==> src/rtl/md_ctrl.sv <==
// Issue/stall controller for the E-stage HI/LO multiply/divide unit.
// Tracks the unit's fixed latency locally so D-stage stall needs no handshake.
module md_ctrl #(
  parameter int unsigned MUL_LAT = 5,
  parameter int unsigned DIV_LAT = 10
) (
  input  logic        clk,
  input  logic        reset,
  input  logic        e_valid,
  input  logic [3:0]  e_op,
  input  logic        e_flush,
  input  logic        d_md_use,
  output logic [3:0]  hilo_type,
  output logic        md_busy,
  output logic        stall_d,
  output logic [3:0]  wait_left,
  output logic [31:0] stall_cnt,
  output logic [31:0] issue_cnt,
  output logic        proto_err
);

  typedef enum logic [1:0] {StIdle, StMul, StDiv} state_e;

  localparam logic [3:0] MulLat = 4'(MUL_LAT);
  localparam logic [3:0] DivLat = 4'(DIV_LAT);

  state_e      state_q, state_d;
  logic [3:0]  wait_left_q, wait_left_d;
  logic [31:0] stall_cnt_q, issue_cnt_q;
  logic        proto_err_q;

  logic op_start, op_move, op_mul, go, start, blocked;

  // Op decode; codes 0 and 9-15 are treated as no operation.
  always_comb begin
    op_start = (e_op >= 4'd1) && (e_op <= 4'd4);
    op_move  = (e_op >= 4'd5) && (e_op <= 4'd8);
    op_mul   = (e_op == 4'd1) || (e_op == 4'd2);
    go       = e_valid && !e_flush && (op_start || op_move);
    start    = go && op_start && (wait_left_q == 4'd0);
    blocked  = go && op_start && (wait_left_q != 4'd0);
  end

  always_ff @(posedge clk) begin
    if (reset) begin
      state_q     <= StIdle;
      wait_left_q <= 4'd0;
    end else begin
      state_q     <= state_d;
      wait_left_q <= wait_left_d;
    end
  end

  always_comb begin
    state_d     = state_q;
    wait_left_d = wait_left_q;
    unique case (state_q)
      StIdle: begin
        if (start) begin
          state_d     = op_mul ? StMul : StDiv;
          wait_left_d = op_mul ? MulLat : DivLat;
        end
      end
      StMul, StDiv: begin
        // Leave on the 1->0 edge so a new start is accepted the very next cycle.
        if (wait_left_q <= 4'd1) begin
          state_d     = StIdle;
          wait_left_d = 4'd0;
        end else begin
          wait_left_d = wait_left_q - 4'd1;
        end
      end
      default: begin
        state_d     = StIdle;
        wait_left_d = 4'd0;
      end
    endcase
  end

  always_comb begin
    hilo_type = (go && !blocked) ? e_op : 4'd0;
    md_busy   = start || (wait_left_q != 4'd0);
    stall_d   = d_md_use && md_busy;
    wait_left = wait_left_q;
  end

  always_ff @(posedge clk) begin
    if (reset) begin
      stall_cnt_q <= 32'd0;
      issue_cnt_q <= 32'd0;
      proto_err_q <= 1'b0;
    end else begin
      if (stall_d) begin
        stall_cnt_q <= stall_cnt_q + 32'd1;
      end
      if (start) begin
        issue_cnt_q <= issue_cnt_q + 32'd1;
      end
      // Only reachable if the pipeline ignored stall_d; never cleared except by reset.
      if (blocked) begin
        proto_err_q <= 1'b1;
      end
    end
  end

  assign stall_cnt = stall_cnt_q;
  assign issue_cnt = issue_cnt_q;
  assign proto_err = proto_err_q;

endmodule

==> config.mk <==
export PLATFORM = sky130hd
export DESIGN_NAME = md_ctrl
export DESIGN_NICKNAME = d
export VERILOG_FILES = /design/src/rtl/md_ctrl.sv
export SDC_FILE = /design/constraint.sdc
export NUM_CORES = 1
export LEC_CHECK = 0
export CORE_MARGIN = 8
export CORE_UTILIZATION = 30
export DETAILED_ROUTE_END_ITERATION = 10
export PLACE_DENSITY = 0.61
export SYNTH_ARGS = -nofsm -noshare
export SYNTH_HDL_FRONTEND = slang
export SYNTH_SLANG_ARGS = --single-unit
==> constraint.sdc <==
create_clock -name clk -period 2.1 [get_ports clk]
set_input_delay 0.42 -clock clk [delete_from_list [all_inputs] [get_ports clk]]
set_output_delay 0.42 -clock clk [all_outputs]
set_load 0.01 [all_outputs]
### Yosys cells after proc, flatten, opt, wreduce, memory -nomap -nowiden

Cells that the tools add are included.

| storage, ports and cells | value |
|---|---|
| input bits | 9 |
| logic and storage cells | 47 |
| bits in registers | 71 |

| cells by class | value |
|---|---|
| order comparisons | 5 |
| multiplexer cells | 9 |
| add/sub/neg operators | 3 |
| reductions and logical operators | 19 |
| equality and inequality tests | 6 |

Operators by type and width:

| kind | count |
|---|---|
| 32-bit by 1-bit adder with 32-bit output (second input constant) | 2 |
| 4-bit 2-to-1 mux | 4 |
| 1-bit logical AND | 9 |
| 4-bit one-hot mux with 2 select lines | 1 |
| 2-bit 2-to-1 mux | 3 |
| 4-bit by 1-bit equality test with 1-bit output (second input constant) | 1 |
| 4-bit by 2-bit equality test with 1-bit output (second input constant) | 1 |
| 4-bit by 1-bit greater-or-equal comparator with 1-bit output (second input constant) | 1 |
| 4-bit by 3-bit greater-or-equal comparator with 1-bit output (second input constant) | 1 |
| 4-bit by 1-bit <= comparator with 1-bit output (second input constant) | 1 |
| 4-bit by 3-bit <= comparator with 1-bit output (second input constant) | 1 |
| 4-bit <= comparator (second input constant) | 1 |
| 4-bit logical NOT | 1 |
| 2-bit != test (second input constant) | 2 |
| 2-bit one-hot mux with 2 select lines | 1 |
| 4-bit nonzero test | 1 |
| 4-bit by 1-bit subtractor with 4-bit output (second input constant) | 1 |
| 1-bit logical OR | 3 |
| 2-bit by 1-bit equality test with 1-bit output (second input constant) | 1 |
| 2-bit equality test (second input constant) | 1 |
| 1-bit logical NOT | 2 |
| 2-bit logical NOT | 1 |
| 2-bit AND reduction | 1 |
| 2-bit OR reduction | 1 |

### Logic depth before layout (Yosys ltp)

| logic depth | value |
|---|---|
| word-level depth | 9 |
| depth in mapped cells | 8 |

### Least setup slack after synthesis

Ideal clock, no wire load.

| path | value |
|---|---|
| path type | register to output |
| start | reg wait_left_q[0] (netlist: wait_left[0]) |
| end | out stall_d |
| path slack | 0.051 ns |
| arrival time | 1.629 ns |
| data required time | 1.680 ns |
| stages on the path, launching flop included | 7 |
| cells stage by stage | dfxtp_1 -> inv_1 -> ha_1 -> or3b_2 -> a32oi_4 -> buf_2 -> inv_1 |

| between the ends | value |
|---|---|
| longest elaborated chain between the ends | 4 |

RTL lines:

| item | line | text |
|---|---|---|
| start, declared | 28 | `logic [3:0] wait_left_q, wait_left_d;` |
| start signal, assigned | 50 | `wait_left_q <= wait_left_d;` |
| 4-bit logical NOT | 40 | `start = go && op_start && (wait_left_q == 4'd0);` |
| 1-bit logical AND | 40 |  |
| 1-bit logical OR (*) | 82 | `md_busy = start \|\| (wait_left_q != 4'd0);` |
| 1-bit logical AND (*) | 83 | `stall_d = d_md_use && md_busy;` |
| end, declared | 15 | `output logic stall_d,` |

Mark *: on every way between the ends. The rest lies on a longest branch, timed or not.

### Worst setup path in the final report

| path | value |
|---|---|
| start | reg wait_left_q[1] (netlist: wait_left[1]) |
| end | out stall_d |

The elaborated chain is that of the path after synthesis.

==> run metrics <==
outcome=finished, violations left; failing checks=negative setup slack; CP bufs+invs=3; worst min path class=input pin to register; DP Wirelength=7210 um; via count=3550; WL/cell=14.2 um; CP max FO=3; Synth Flop Type=dfxtp_1; clk sinks=71; max-cap violations=0; Final Critical Period=2.17 ns; Reg clk slew, reported paths=0.06 ns; Clk Latency, worst-skew pair=0.33 ns; Initial Util=30.4%; Critical Path RT=1.68 ns; Vias/cell=4.97; Post-Syn Nets=449; cell repeated most along the worst path=inv_2; worst setup margin=-0.0652 ns; Clock Skews=0.00983 ns; crit path launch type=register; Syn. warnings=0; final instance area=5400 um^2; Iter 0 DRT Violations=290; syn avg cell area=8.36 um^2; Cell Pwr Density=717 nW/um^2; post-synth cell types=47; final setup fails=1; Remaining DRCs=0; Port Buffers=83; critical-path cell list=inv_2 > ha_4 > or3b_4 > a32oi_4 > inv_2 > buf_6; I/O pins=84; most common cell after layout, fill and taps aside=clkdlybuf4s50_1; slowest stage delay, CP=0.40 ns; die area=15800 um^2; total power=3870 uW; NumNets Final=578; area grow syn2layout=49.1%; Yosys reg bits=71; leakage=0.00195 uW; Fillers=1188; crit path capture type=output port; slowest CP cell=or3b_4; fmax=0.462 GHz; Hold-fix buffers, CTS=0; first-pass GRT wire length=16800 um; Die H=126 um; ANT nets after route=0; ANT cells=0; measured slew at the worst slew-check pin=0.609 ns; Clock Tree Root=clkbuf_16; pin count of the biggest net entering global routing=35; first-pass iteration count of the detailed router=4; setup TNS=-0.0652 ns; Critical Path AT=1.75 ns; Max Root-Sink Buffers=2; Register Area=1430 um^2; CTS tree=yes; GR Overflow Total=0; delay-heaviest family, CP=simple AND/OR/NAND/NOR gates; core box area=11900 um^2; share of cells above drive strength 1=20.3%; Num CTS Buffers=9; Post-Route WL=10100 um; post-synthesis sequential area ratio=39.3%; vias in the first global route=3424; multi-input logic area=2150 um^2; Row Count=40; Final Util=45.3%; Crit Path Category=register to output port; gr usage total=12.7%; Syn Inst Count=433; Async SR Flop Fraction=0%; H-tree depth=3; Rel. slew slack=59.1%; RSZ-0062 raised after global routing=true; RD Place Congestion=0.822; placed cell area=4870 um^2; Hold Violations, Final=0; Final period util=103%; Slew Limit Fails=0; most frequent cells in the layout=clkdlybuf4s50_1 (70), dfxtp_1 (68), nor2_1 (59); number of synthesized flops with an enable pin=0; post-synthesis cell area=3620 um^2; Die Span X=126 um; initial antenna violation count=0; VDD IR max=0.286 mV
## through the flow
step	instances	hold WS, ns	worst slack [ns]
global route	714	0.399	-0.148
CTS	705	0.389	-0.0764
floorplan	433	0.493	0.0514
finish	714	0.397	-0.0652
detailed placement	686	0.498	-0.503
global placement	686	0.483	-0.491
## worst paths after layout
| path | from | end | slack (ns) | depth (start not counted) |
|---|---|---|---|---|
| setup / recovery | wait_left[1] | stall_d | -0.07 | 6 |
| hold / removal | reset | stall_cnt[23] | 0.40 | 2 |
| setup reg to reg | wait_left[1] | stall_cnt[7] | 0.08 | 9 |
| hold reg to reg | issue_cnt[26] | issue_cnt[26] | 0.50 | 2 |
## cells in the mapped netlist, drive strengths merged (2+ instances only)
cell    count  area, um^2
xor2       14         123
or4         3        22.5
ha          7        87.6
clkbuf     11        42.5
nor2b       3        18.8
nand2b      2        12.5
nor4       15         109
nand3      21         105
nor3       21         110
or3        12        75.1
nand2      30         113
buf        11        53.8
mux2        3        33.8
dfxtp      71        1420
mux2i       2        20.0
nor3b       3        50.1
a21oi      17        85.1
a41oi       2        17.5
o31ai       4        30.0
inv        17        63.8
and3        8        50.1
and4        6        52.6
nand3b      2        15.0
nand4      19         134
xnor2      33         289
nor2       61         229
o21ai      22         118
## flip-flops by register name, indices dropped and copies added, names as in the netlist
signal     cells
issue_cnt     32
stall_cnt     32
wait_left      4
state_q        2
proto_err      1
## power breakdown
group / switching, uW / total [uW] / internal (uW)
combinational: 477 / 980 / 502
clock: 631 / 1480 / 849
sequential: 23.0 / 1410 / 1390
total: 1130 / 3870 / 2740
## cells by family (layout without fill, tap and decap cells)
kind of cell	after synthesis	in the layout	synth area share, %
and+or+nand+nor	213	213	32.0
DFF	71	71	39.3
AOI/OAI and AO/OA	51	51	9.02
xor gates and xnor gates	47	47	11.4
buffers and inverters	39	173	4.42
adders and majority gates	7	7	2.42
muxes	5	5	1.49
## final cells by class
cell class                      instances  area share [%]
Clock buffer                           10            4.43
Clock inverter                          6           0.950
Inverter                               17            1.18
Multi-Input combinational cell        323            39.8
Sequential cell                        71            26.4
Tap cell                              147            3.41
Timing Repair Buffer                  140            23.8
## timing repair
item,in CTS,in global routing
resized for setup,36,26
setup endpoints to repair,25,30
hold endpoints to repair,0,0
gates cloned,0,1
pin swaps,3,9
buffers inserted,3,8
## metal layers
metal / share of wire [%] / track usage, % / wire length, um
met3: 5.6 / 3.42 / 568
met1: 45 / 15.4 / 4580
met5: 0 / 0 / 0
met4: 1.7 / 5.38 / 168
met2: 48 / 20.7 / 4820
No activity file was read; power rests on OpenSTA's default activity.
